File: config.mk
export PLATFORM = sky130hd
export DESIGN_NAME = bpred_update_ctrl
export DESIGN_NICKNAME = d
export VERILOG_FILES = /design/src/rtl/bpred_update_ctrl_pkg.sv /design/src/rtl/bpred_upd_fifo.sv /design/src/rtl/bpred_update_ctrl.sv
export SDC_FILE = /design/constraint.sdc
export NUM_CORES = 1
export LEC_CHECK = 0
export CAP_MARGIN = 20
export CORE_MARGIN = 1
export CORE_UTILIZATION = 51
export CTS_CLUSTER_DIAMETER = 40
export DETAILED_ROUTE_END_ITERATION = 10
export GPL_TIMING_DRIVEN = 0
export PLACE_DENSITY = 0.89
export RECOVER_POWER = 100
export SLEW_MARGIN = 40
export SYNTH_ARGS = -nofsm -noshare
export SYNTH_HDL_FRONTEND = slang
export SYNTH_SLANG_ARGS = --single-unit
File: constraint.sdc
create_clock -name clk -period 3.52 [get_ports clk]
set_input_delay 0.352 -clock clk [delete_from_list [all_inputs] [get_ports clk]]
set_output_delay 0.352 -clock clk [all_outputs]
set_load 0.02 [all_outputs]
File: src/rtl/bpred_update_ctrl_pkg.sv
// Shared branch-predictor constants: default BTB/PT geometry, update FSM
// state encoding and the 2-bit saturating counter step.
package bpred_update_ctrl_pkg;

  localparam int unsigned PTINDEXBITS_DEF  = 8;
  localparam int unsigned BTBINDEXBITS_DEF = 6;
  localparam int unsigned TAGBITS_DEF      = 26;  // PC[31:6]
  localparam int unsigned DBITS_DEF        = 32;
  localparam int unsigned QDEPTH_DEF       = 4;

  typedef enum logic [1:0] {
    ST_IDLE   = 2'd0,
    ST_RMW_RD = 2'd1,
    ST_RMW_WR = 2'd2
  } bpred_state_e;

  // Move a 2-bit counter toward taken/not-taken, saturating at 3 and 0.
  function automatic logic [1:0] sat_ctr_next(input logic [1:0] ctr, input logic taken);
    logic [1:0] nxt;
    nxt = ctr;
    if (taken && (ctr != 2'd3)) nxt = ctr + 2'd1;
    else if (!taken && (ctr != 2'd0)) nxt = ctr - 2'd1;
    return nxt;
  endfunction

endpackage

File: src/rtl/bpred_upd_fifo.sv
// Resolved-branch update queue. DEPTH must be a power of two (>= 2);
// full/empty come from an occupancy count one bit wider than the pointers.
module bpred_upd_fifo #(
  parameter int unsigned WIDTH = 8,
  parameter int unsigned DEPTH = 4
) (
  input  logic             clk,
  input  logic             reset,
  input  logic             push_i,
  input  logic [WIDTH-1:0] wdata_i,
  input  logic             pop_i,
  output logic [WIDTH-1:0] rdata_o,
  output logic             full_o,
  output logic             empty_o
);

  localparam int unsigned AW = $clog2(DEPTH);
  localparam logic [AW:0] FULL_CNT = (AW+1)'(DEPTH);

  logic [WIDTH-1:0] mem_q [DEPTH];
  logic [AW-1:0]    wr_ptr_q, rd_ptr_q;
  logic [AW:0]      cnt_q;
  logic             do_push, do_pop;

  assign full_o  = (cnt_q == FULL_CNT);
  assign empty_o = (cnt_q == '0);
  assign do_push = push_i && !full_o;
  assign do_pop  = pop_i && !empty_o;
  assign rdata_o = mem_q[rd_ptr_q];

  // Entry storage; contents need no reset since the count gates visibility.
  always_ff @(posedge clk) begin
    if (do_push) mem_q[wr_ptr_q] <= wdata_i;
  end

  // Pointers wrap naturally at DEPTH; simultaneous push/pop keeps count.
  always_ff @(posedge clk) begin
    if (reset) begin
      wr_ptr_q <= '0;
      rd_ptr_q <= '0;
      cnt_q    <= '0;
    end else begin
      if (do_push) wr_ptr_q <= wr_ptr_q + 1'b1;
      if (do_pop)  rd_ptr_q <= rd_ptr_q + 1'b1;
      case ({do_push, do_pop})
        2'b10:   cnt_q <= cnt_q + 1'b1;
        2'b01:   cnt_q <= cnt_q - 1'b1;
        default: cnt_q <= cnt_q;
      endcase
    end
  end

endmodule

File: src/rtl/bpred_update_ctrl.sv
// Branch-predictor update controller: arbitrates the single-port PT/BTB
// SRAMs between front-end lookups (priority) and queued read-modify-write
// updates from resolved branches, and maintains the global history.
module bpred_update_ctrl
  import bpred_update_ctrl_pkg::*;
#(
  parameter int unsigned PTINDEXBITS  = PTINDEXBITS_DEF,
  parameter int unsigned BTBINDEXBITS = BTBINDEXBITS_DEF,
  parameter int unsigned TAGBITS      = TAGBITS_DEF,
  parameter int unsigned DBITS        = DBITS_DEF,
  parameter int unsigned QDEPTH       = QDEPTH_DEF
) (
  input  logic                     clk,
  input  logic                     reset,
  input  logic                     fe_lkp_valid,
  output logic                     fe_lkp_ready,
  input  logic [PTINDEXBITS-1:0]   fe_lkp_pt_idx,
  input  logic [BTBINDEXBITS-1:0]  fe_lkp_btb_idx,
  output logic                     fe_rsp_valid,
  output logic [1:0]               fe_rsp_ctr,
  output logic [TAGBITS-1:0]       fe_rsp_tag,
  output logic [DBITS-1:0]         fe_rsp_target,
  input  logic                     upd_valid,
  output logic                     upd_ready,
  input  logic [PTINDEXBITS-1:0]   upd_pt_idx,
  input  logic [BTBINDEXBITS-1:0]  upd_btb_idx,
  input  logic [TAGBITS-1:0]       upd_tag,
  input  logic [DBITS-1:0]         upd_target,
  input  logic                     upd_taken,
  output logic [7:0]               bhr,
  output logic                     pt_en,
  output logic                     pt_we,
  output logic [PTINDEXBITS-1:0]   pt_addr,
  output logic [1:0]               pt_wdata,
  input  logic [1:0]               pt_rdata,
  output logic                     btb_en,
  output logic                     btb_we,
  output logic [BTBINDEXBITS-1:0]  btb_addr,
  output logic [TAGBITS+DBITS-1:0] btb_wdata,
  input  logic [TAGBITS+DBITS-1:0] btb_rdata,
  output logic [DBITS-1:0]         upd_count,
  output logic [DBITS-1:0]         lkp_stall_count
);

  localparam int unsigned REC_W = PTINDEXBITS + BTBINDEXBITS + TAGBITS + DBITS + 1;

  bpred_state_e state_q, state_d;

  logic [REC_W-1:0]  hold_q, hold_d;
  logic [1:0]        ctr_q, ctr_d;
  logic [7:0]        bhr_q;
  logic [DBITS-1:0]  upd_count_q, lkp_stall_q;
  logic              rsp_valid_q;

  logic              q_full, q_empty, q_pop, upd_accept, lkp_accept, cnt_inc;
  logic [REC_W-1:0]  q_head;

  logic [PTINDEXBITS-1:0]  hold_pt;
  logic [BTBINDEXBITS-1:0] hold_btb;
  logic [TAGBITS-1:0]      hold_tag;
  logic [DBITS-1:0]        hold_tgt;
  logic                    hold_taken;

  assign {hold_pt, hold_btb, hold_tag, hold_tgt, hold_taken} = hold_q;

  assign upd_ready  = !q_full;
  assign upd_accept = upd_valid && upd_ready;

  bpred_upd_fifo #(
    .WIDTH (REC_W),
    .DEPTH (QDEPTH)
  ) u_fifo (
    .clk     (clk),
    .reset   (reset),
    .push_i  (upd_accept),
    .wdata_i ({upd_pt_idx, upd_btb_idx, upd_tag, upd_target, upd_taken}),
    .pop_i   (q_pop),
    .rdata_o (q_head),
    .full_o  (q_full),
    .empty_o (q_empty)
  );

  // Port arbitration and RMW sequencing; SRAM ports held idle during reset.
  always_comb begin
    state_d      = state_q;
    hold_d       = hold_q;
    ctr_d        = ctr_q;
    fe_lkp_ready = 1'b0;
    lkp_accept   = 1'b0;
    q_pop        = 1'b0;
    cnt_inc      = 1'b0;
    pt_en        = 1'b0;
    pt_we        = 1'b0;
    pt_addr      = '0;
    pt_wdata     = '0;
    btb_en       = 1'b0;
    btb_we       = 1'b0;
    btb_addr     = '0;
    btb_wdata    = '0;
    if (!reset) begin
      case (state_q)
        ST_IDLE: begin
          fe_lkp_ready = 1'b1;
          if (fe_lkp_valid) begin
            lkp_accept = 1'b1;
            pt_en      = 1'b1;
            pt_addr    = fe_lkp_pt_idx;
            btb_en     = 1'b1;
            btb_addr   = fe_lkp_btb_idx;
          end else if (!q_empty) begin
            q_pop   = 1'b1;
            hold_d  = q_head;
            pt_en   = 1'b1;
            pt_addr = q_head[REC_W-1 -: PTINDEXBITS];
            state_d = ST_RMW_RD;
          end
        end
        ST_RMW_RD: begin
          // Capture the counter in its valid cycle so the write does not
          // depend on the SRAM holding its output an extra cycle.
          ctr_d   = pt_rdata;
          state_d = ST_RMW_WR;
        end
        ST_RMW_WR: begin
          pt_en     = 1'b1;
          pt_we     = 1'b1;
          pt_addr   = hold_pt;
          pt_wdata  = sat_ctr_next(ctr_q, hold_taken);
          btb_en    = 1'b1;
          btb_we    = 1'b1;
          btb_addr  = hold_btb;
          btb_wdata = {hold_tag, hold_tgt};
          cnt_inc   = 1'b1;
          state_d   = ST_IDLE;
        end
        default: state_d = ST_IDLE;
      endcase
    end
  end

  // FSM state register.
  always_ff @(posedge clk) begin
    if (reset) state_q <= ST_IDLE;
    else       state_q <= state_d;
  end

  // Holding register for the in-flight update and its read counter.
  always_ff @(posedge clk) begin
    if (reset) begin
      hold_q <= '0;
      ctr_q  <= '0;
    end else begin
      hold_q <= hold_d;
      ctr_q  <= ctr_d;
    end
  end

  // History, statistics counters and the lookup response strobe.
  always_ff @(posedge clk) begin
    if (reset) begin
      bhr_q       <= '0;
      upd_count_q <= '0;
      lkp_stall_q <= '0;
      rsp_valid_q <= 1'b0;
    end else begin
      if (upd_accept) bhr_q <= {bhr_q[6:0], upd_taken};
      if (cnt_inc) upd_count_q <= upd_count_q + 1'b1;
      if (fe_lkp_valid && !fe_lkp_ready) lkp_stall_q <= lkp_stall_q + 1'b1;
      rsp_valid_q <= lkp_accept;
    end
  end

  assign bhr             = bhr_q;
  assign upd_count       = upd_count_q;
  assign lkp_stall_count = lkp_stall_q;
  assign fe_rsp_valid    = rsp_valid_q;
  assign fe_rsp_ctr      = rsp_valid_q ? pt_rdata : '0;
  assign fe_rsp_tag      = rsp_valid_q ? btb_rdata[TAGBITS+DBITS-1:DBITS] : '0;
  assign fe_rsp_target   = rsp_valid_q ? btb_rdata[DBITS-1:0] : '0;

endmodule

==> metrics.md, run 1 <==
| Metric | Value |
|---|---|
| RSZ-0062 raised after global routing | `false` |
| Synth top area cells | `edfxtp_1 (49%), dfxtp_1 (18%), mux4_2 (9.2%), and2_1 (4.3%), nand2_1 (4.0%)` |
| Critical Path Sink Type | `output pin` |
| Gr usage total | `26.75%` |
| Global route overflow | `0` |
| Internal Power | `10.78 mW` |
| H-tree levels | `2` |
| Clock Latency Late Sink | `0.59 ns` |
| # rows | `between 60 and 70` |
| Clock sinks | `roughly 450` |
| WP data arrival | `3.00 ns` |
| Core area | `roughly 35000 um^2` |
| Most common cell in the netlist | `edfxtp_1` |
| Initial core utilization | `51.88%` |
| Global placer's final weighted congestion | `0.8917` |
| Clock power share | `between 40% and 50%` |
| Final worst setup slack | `0.1638 ns` |
| Failing checks | `max-capacitance violations, max-slew violations` |
| Yosys warning total | `0` |
| Mapped Cells | `around 1300` |
| Max VDD drop | `between 0.4 and 0.5 mV` |
| Max frequency | `~0.30 GHz` |
| Final Max Slew Viols | `30` |
| DRC Markers | `0` |
| Tmin final | `~3.4 ns` |
| Hold WC Path Type | `reg2reg` |
| Die Span Y | `189.4 um` |
| First-pass GRT wire length | `about 70000 um` |
| CP Launch Type | `flop` |
| Leak pwr | `8.678 nW` |
| Vias per std cell | `roughly 5.5` |
| Fin crit share | `between 90% and 100%` |
| Sequential-to-total area share from yosys stat | `about two thirds` |
| Commonest register cell after synthesis | `edfxtp_1` |
| CP cell instances | `clkbuf_2, clkbuf_4, mux4_2, nand2_1, a21oi_1, clkdlybuf4s50_1` |
| # port buffers | `around 360` |
| Clk slew on worst S/H paths | `~0.060 ns` |
| Post-Place Setup Slack | `-0.3010 ns` |
| P&R area growth vs syn | `34.81%` |
| Fraction of layout cells with a size suffix above 1 | `between 10% and 20%` |
| Sequential Power Share | `43.3%` |
| Synth top area share | `between 40% and 50%` |
| Inserted Clock Buffers | `54` |
| Root Driver | `clkbuf_16` |
| Ys async rst share | `0%` |
| Reg2Reg Depth | `4` |
| Clock buffer depth | `3` |
| Crit Path Max Fanout | `10` |
| Die area | `35890 um^2` |
| Crit Reg-Reg Startpoint | `u_fifo.cnt_q[0]` |
| Max stage delay on crit path | `~0.57 ns` |
| Worst R2R End | `u_fifo.mem_q[2][66]` |
| R2R Setup Slk | `roughly 0.38 ns` |
| Leading area contributor after synthesis | `edfxtp_1` |
| Comb pwr share | `between 15 and 20%` |
| Final setup fails | `0` |
| DP HPWL | `approximately 33000 um` |
| Critical path class | `reg2out` |
| Most instantiated cells after synthesis | `edfxtp_1 (292), nand2_1 (190), dfxtp_1 (159)` |
| Drt total wl | `about 48000 um` |
| #FFs+latches synth | `451` |
| Wire per inst | `approximately 21 um` |
| DR iter-0 viols | `between 700 and 800` |
| Post-route ant nets | `0` |
| Net Switching | `between 3 and 4 mW` |
| Max-cap violations | `1` |
| Worst Skew | `between 0.02 and 0.025 ns` |
| EDFF count, synth | `a little under 300` |
| Switching share of power | `26.38%` |
| Cell area after synthesis | `roughly 18000 um^2` |
| Largest net degree at the start of global routing | `36` |
| Pwr Total | `approximately 15 mW` |
| Hold WS | `approximately 0.45 ns` |
| CP required | `3.17 ns` |
| Via count | `12419` |
| Normalized max-slew margin | `-3.018%` |
| Final Hold Viols | `0` |
| Post-Syn Nets | `roughly 1500` |
| CP max-delay cell | `clkdlybuf4s50_1` |
| Die W | `189.4 um` |
| Status | `complete, but fails checks` |
| Vias in the first global route | `between 10000 and 15000` |
| Mean post-synth cell area | `13.58 um^2` |
| CTS tree | `done` |
| Critical Path End | `pt_addr[4]` |
| Ports | `around 360` |
| Initial antenna violation count | `13` |
| Final net count | `1907` |
| Worst Tran Pin Value | `1.545 ns` |
| DRT Pass-1 Iters | `4` |
| Distinct cell type count after synthesis | `50` |
| Pwr dens | `606.3 nW/um^2` |
## layer usage
| layer | GRT usage [%] | vias up | part of all wire, % |
|---|---|---|---|
| li1 | - | 5643 | - |
| met4 | 12.75 | 10 | 3.9 |
| met3 | 6.024 | 116 | 7.6 |
| met5 | 0 | - | 0.15 |
| met2 | 50.14 | 546 | 54 |
| met1 | 28.08 | 6104 | 34 |
## sequential cells by signal, summed over array words and instances, names as in the netlist, 3 cells and up, named ones only
signal,count
hold_q,73
lkp_stall_count,32
upd_count,32
u_fifo.cnt_q,3
bhr,8
u_fifo.mem_q,292
## placed cells by master, fill, tap and decap left out, drive strengths merged, types with 6 or more instances in the layout
master	netlist	final
diode	0	7
dlygate4sd3	0	260
a21oi	97	97
dfxtp	159	159
clkinv	0	11
mux4	73	73
a22oi	14	14
ha	9	9
clkdlybuf4s50	0	103
and2	122	122
buf	16	18
nor2	91	91
xnor2	31	31
nand4	28	28
inv	12	21
and4	6	6
xor2	31	31
and3	8	8
clkinvlp	0	10
mux2i	6	6
edfxtp	292	292
clkbuf	58	126
nor3	13	13
nand2	190	190
nand3	18	18
nor4	12	12
bufinv	0	8
## final cells by class
type                       count  area [um^2]
sequential                   451        11950
tap                          455        569.3
clock buffer                  63         1446
clock inverter                38        499.2
inverter                      12        45.04
fill                        2209        10390
antenna                        7        17.52
timing repair buffer         373         3734
buffer                        71        315.3
multi-input combinational    783         5579
## stage by stage
| stage | util, % | instances | TNS [ns] | cell area (um^2) |
|---|---|---|---|---|
| 4_1_cts | 70.34 | 2248 | 0 | 24300 |
| 6_report | 69.93 | 2253 | 0 | 24160 |
| 3_5_place_dp | 64.58 | 2146 | -5.589 | 22310 |
| 5_1_grt | 69.91 | 2250 | 0 | 24150 |
| 2_1_floorplan | - | 1320 | 0 | 17920 |
| 3_3_place_gp | 64.04 | 2138 | -259.68 | 22120 |
## power groups by stage
stage | clock (mW) | sequential [mW] | combinational [mW]
2_1_floorplan | 0 | 6.38 | 1.56
3_3_place_gp | 0 | 6.43 | 2.34
3_5_place_dp | 0 | 6.43 | 2.47
4_1_cts | 5.97 | 6.33 | 2.51
5_1_grt | 6.16 | 6.38 | 2.60
6_report | 5.90 | 6.34 | 2.41
## worst min path at each step
| stage | from | slack [ns] | cells after the start | endpoint |
|---|---|---|---|---|
| detailed placement | hold_q[41] | 0.44 | 2 | hold_q[41] |
| global placement | hold_q[40] | 0.44 | 2 | hold_q[40] |
| floorplan | hold_q[10] | 0.43 | 2 | hold_q[10] |
| finish | hold_q[41] | 0.45 | 2 | hold_q[41] |
| global route | upd_target[28] | 0.45 | 1 | u_fifo.mem_q[1][29] |
| CTS | upd_btb_idx[1] | 0.37 | 1 | u_fifo.mem_q[2][60] |
## worst max-delay path, delay by kind of cell, from the launching register on
| kind | cells | cell delay (ns) |
|---|---|---|
| simple gates | 1 | 0.17 |
| flops | 1 | 0.30 |
| buf+inv | 3 | 1.31 |
| compound gates | 1 | 0.09 |
| mux | 1 | 0.56 |
## repair_timing
action,CTS,global route
hold buffers,0,0
setup buffers,2,0
gates resized for setup,10,6
pin swaps,1,0
endpoints found under the setup margin,69,26
## logic make-up after synthesis
logic type                 Yosys count  synth area share [%]
DFF                                451                 66.69
adders and majority gates           10                0.7401
xor gates and xnor gates            62                 3.030
muxes                               80                 9.573
and+or+nand+nor                    512                 14.38
AOI/OAI and AO/OA                  119                 3.610
buffers and inverters               86                 1.969
(Power assumes the default switching activity.)
==> run 2: changes to the inputs <==
Settings changed: CTS_CLUSTER_DIAMETER 40 to 60, CTS_CLUSTER_SIZE set to 8.
==> run 2 against run 1 <==
Critical endpoint is now pt_addr[5]; combinational power barely moved; final cell count up 0.49%; the run still ends with max-capacitance violations, max-slew violations left; global-route usage up 0.51 points; via count grew 2.0%; register-to-register slack worse by 0.03 ns; largest cell class unchanged.
==> metrics.md, run 2 (synthesis gave the netlist of run 1 again) <==
| Metric | Value |
|---|---|
| Max VDD drop | `0.5246 mV (was 0.4756 mV)` |
| DP Area | `22310 um^2 (unchanged)` |
| Global placer's final weighted congestion | `0.8917 (unchanged)` |
| DP HPWL | `32920 um (unchanged)` |
| CP top delay family | `buffers and inverters (unchanged)` |
| Vias per std cell | `5.597 (was 5.512)` |
| Global route overflow | `0 (unchanged)` |
| Initial antenna violation count | `12 (was 13)` |
| Inserted Clock Buffers | `67 (was 54)` |
| Crit Path Max Fanout | `10 (unchanged)` |
| WP data arrival | `3.09 ns (was 3.00 ns)` |
| Die area | `35890 um^2 (unchanged)` |
| Initial core utilization | `51.88% (unchanged)` |
| Worst path buffer plus inverter count | `3 (unchanged)` |
| DR iter-0 viols | `854 (was 731)` |
| H-tree levels | `3 (was 2)` |
| P&R area growth vs syn | `34.29% (was 34.81%)` |
| Status | `complete, but fails checks (unchanged)` |
| Die W | `189.4 um (unchanged)` |
| Final net count | `1920 (was 1907)` |
| Worst Skew | `0.02742 ns (was 0.02289 ns)` |
| # port buffers | `363 (unchanged)` |
| Via count | `12671 (was 12419)` |
| # rows | `68 (unchanged)` |
| CTS hold repair buffers | `0 (unchanged)` |
| Final Max Slew Viols | `30 (unchanged)` |
| Wire per inst | `21.64 um (was 21.35 um)` |
| Largest net degree at the start of global routing | `36 (unchanged)` |
| Commonest non-fill, non-tap cell in the layout | `edfxtp_1 (unchanged)` |
| Clock Latency Late Sink | `0.56 ns (was 0.59 ns)` |
| Failing checks | `max-capacitance violations, max-slew violations (unchanged)` |
| DRC Markers | `0 (unchanged)` |
| Clk slew on worst S/H paths | `0.05 ns (was 0.06 ns)` |
| Hold WC Path Type | `reg2reg (unchanged)` |
| Most frequent cells in the layout | `edfxtp_1 (292), dlygate4sd3_1 (276), nand2_1 (190), dfxtp_1 (159), and2_1 (120) (was edfxtp_1 (292), dlygate4sd3_1 (260), nand2_1 (190), dfxtp_1 (159), and2_1 (122))` |
| Fin crit share | `97.78% (was 95.35%)` |
| Normalized max-slew margin | `-2.741% (was -3.018%)` |
| Vias in the first global route | `12906 (was 12713)` |
| DRT Pass-1 Iters | `7 (was 4)` |
| Critical Path Sink Type | `output pin (unchanged)` |
| Footprint of the multi-input gates | `5577 um^2 (was 5579 um^2)` |
| Most frequent CP cell | `clkdlybuf4s50_1` |
| Critical path class | `in2out (was reg2out)` |
| Post-Place Setup Slack | `-0.3010 ns (unchanged)` |
| Pwr dens | `605.1 nW/um^2 (was 606.3 nW/um^2)` |
| CP Launch Type | `primary input (was flop)` |
| Final worst setup slack | `0.07821 ns (was 0.1638 ns)` |
| Clock buffer depth | `3 (unchanged)` |
| Storage element area | `11950 um^2 (unchanged)` |
| Max reg flops | `292 (unchanged)` |
| Post-route ant nets | `0 (unchanged)` |
| Fin area | `24060 um^2 (was 24160 um^2)` |
| Max stage delay on crit path | `0.73 ns (was 0.57 ns)` |
| Max frequency | `0.2905 GHz (was 0.2980 GHz)` |
| Die Span Y | `189.4 um (unchanged)` |
| Fraction of layout cells with a size suffix above 1 | `10.60% (was 11.95%)` |
| Final Hold Viols | `0 (unchanged)` |
| CP cell instances | `clkdlybuf4s50_1, nor2b_1, clkbuf_2, a22oi_1, a21oi_1, clkdlybuf4s50_1 (was clkbuf_2, clkbuf_4, mux4_2, nand2_1, a21oi_1, clkdlybuf4s50_1)` |
| Core area | `34540 um^2 (unchanged)` |
| Hold WS | `0.4539 ns (was 0.4506 ns)` |
| Gr usage total | `27.26% (was 26.75%)` |
| RSZ-0062 raised after global routing | `false (unchanged)` |
| Root Driver | `clkbuf_16 (unchanged)` |
| Ports | `364 (unchanged)` |
| CTS tree | `done (unchanged)` |
| Fill count | `2249 (was 2209)` |
| Biggest registers after layout | `u_fifo.mem_q: 292 flops, hold_q: 73 flops (unchanged)` |
| Worst Tran Pin Value | `1.541 ns (was 1.545 ns)` |
| Tmin final | `3.442 ns (was 3.356 ns)` |
| First-pass GRT wire length | `73470 um (was 71820 um)` |
| Clock sinks | `451 (unchanged)` |
| Setup TNS | `0 ns (unchanged)` |
| Top reg by flops | `u_fifo.mem_q (unchanged)` |
| Leak pwr | `8.711 nW (was 8.678 nW)` |
| Max-cap violations | `1 (unchanged)` |
| CP required | `3.17 ns (about the same)` |
| Drt total wl | `49000 um (was 48090 um)` |
| Final setup fails | `0 (unchanged)` |
| CP max-delay cell | `clkdlybuf4s50_1 (unchanged)` |
run 2: per-stage QoR:
step	cells	util [%]	power (mW)
2_1_floorplan	1320	-	7.942
3_3_place_gp	2138	64.04	8.768
3_5_place_dp	2146	64.58	8.898
4_1_cts	2258	70.17	14.73
5_1_grt	2261	69.64	15.09
6_report	2264	69.66	14.56
run 2: layout make-up:
cell class,count,area share [%]
well taps,455,2.366
flip-flops and latches,451,49.66
multi-input cells,783,23.17
clock buffers,106,7.576
inverters,12,0.1872
diodes,7,0.07279
clock inverters,6,0.2912
repair buffers,372,15.36
plain buffers,72,1.310
run 2: report_power, final:
group	switching, mW	leakage (nW)	internal [mW]
sequential	0.210	3.97	6.15
combinational	1.36	3.83	1.04
clock	2.20	0.908	3.59
total	3.77	8.71	10.8
run 2: worst reg2reg max path, stage by stage (launching register included):
cell and delay [ns]:
dfxtp_1 0.42, or3b_1 0.15, clkbuf_1 0.21, and3_1 1.23, clkbuf_2 0.78
run 2: path summary, 6_finish.rpt:
kind	start	endpoint	slack [ns]	cells past startpoint
worst max-delay path	fe_lkp_valid	pt_addr[5]	0.08	6
worst min-delay path	hold_q[20]	hold_q[20]	0.45	2
worst max register to register	u_fifo.cnt_q[0]	u_fifo.mem_q[2][66]	0.35	4
worst min register to register	hold_q[20]	hold_q[20]	0.45	2
run 2: repair_timing:
item / in CTS / in global routing
setup endpoints to repair: 69 / 26
resized for setup: 9 / 7
pin swaps: 1 / 0
cloned: 0 / 0
setup buffers: 1 / 0
run 2: per-layer routing:
metal  wire length [um]  GRT usage [%]  vias up
met2              26240          50.59      599
met5                 72              0        -
met3               3855          6.951      138
li1                   -              -     5674
met1              16900          29.12     6250
met4               1934          11.51       10
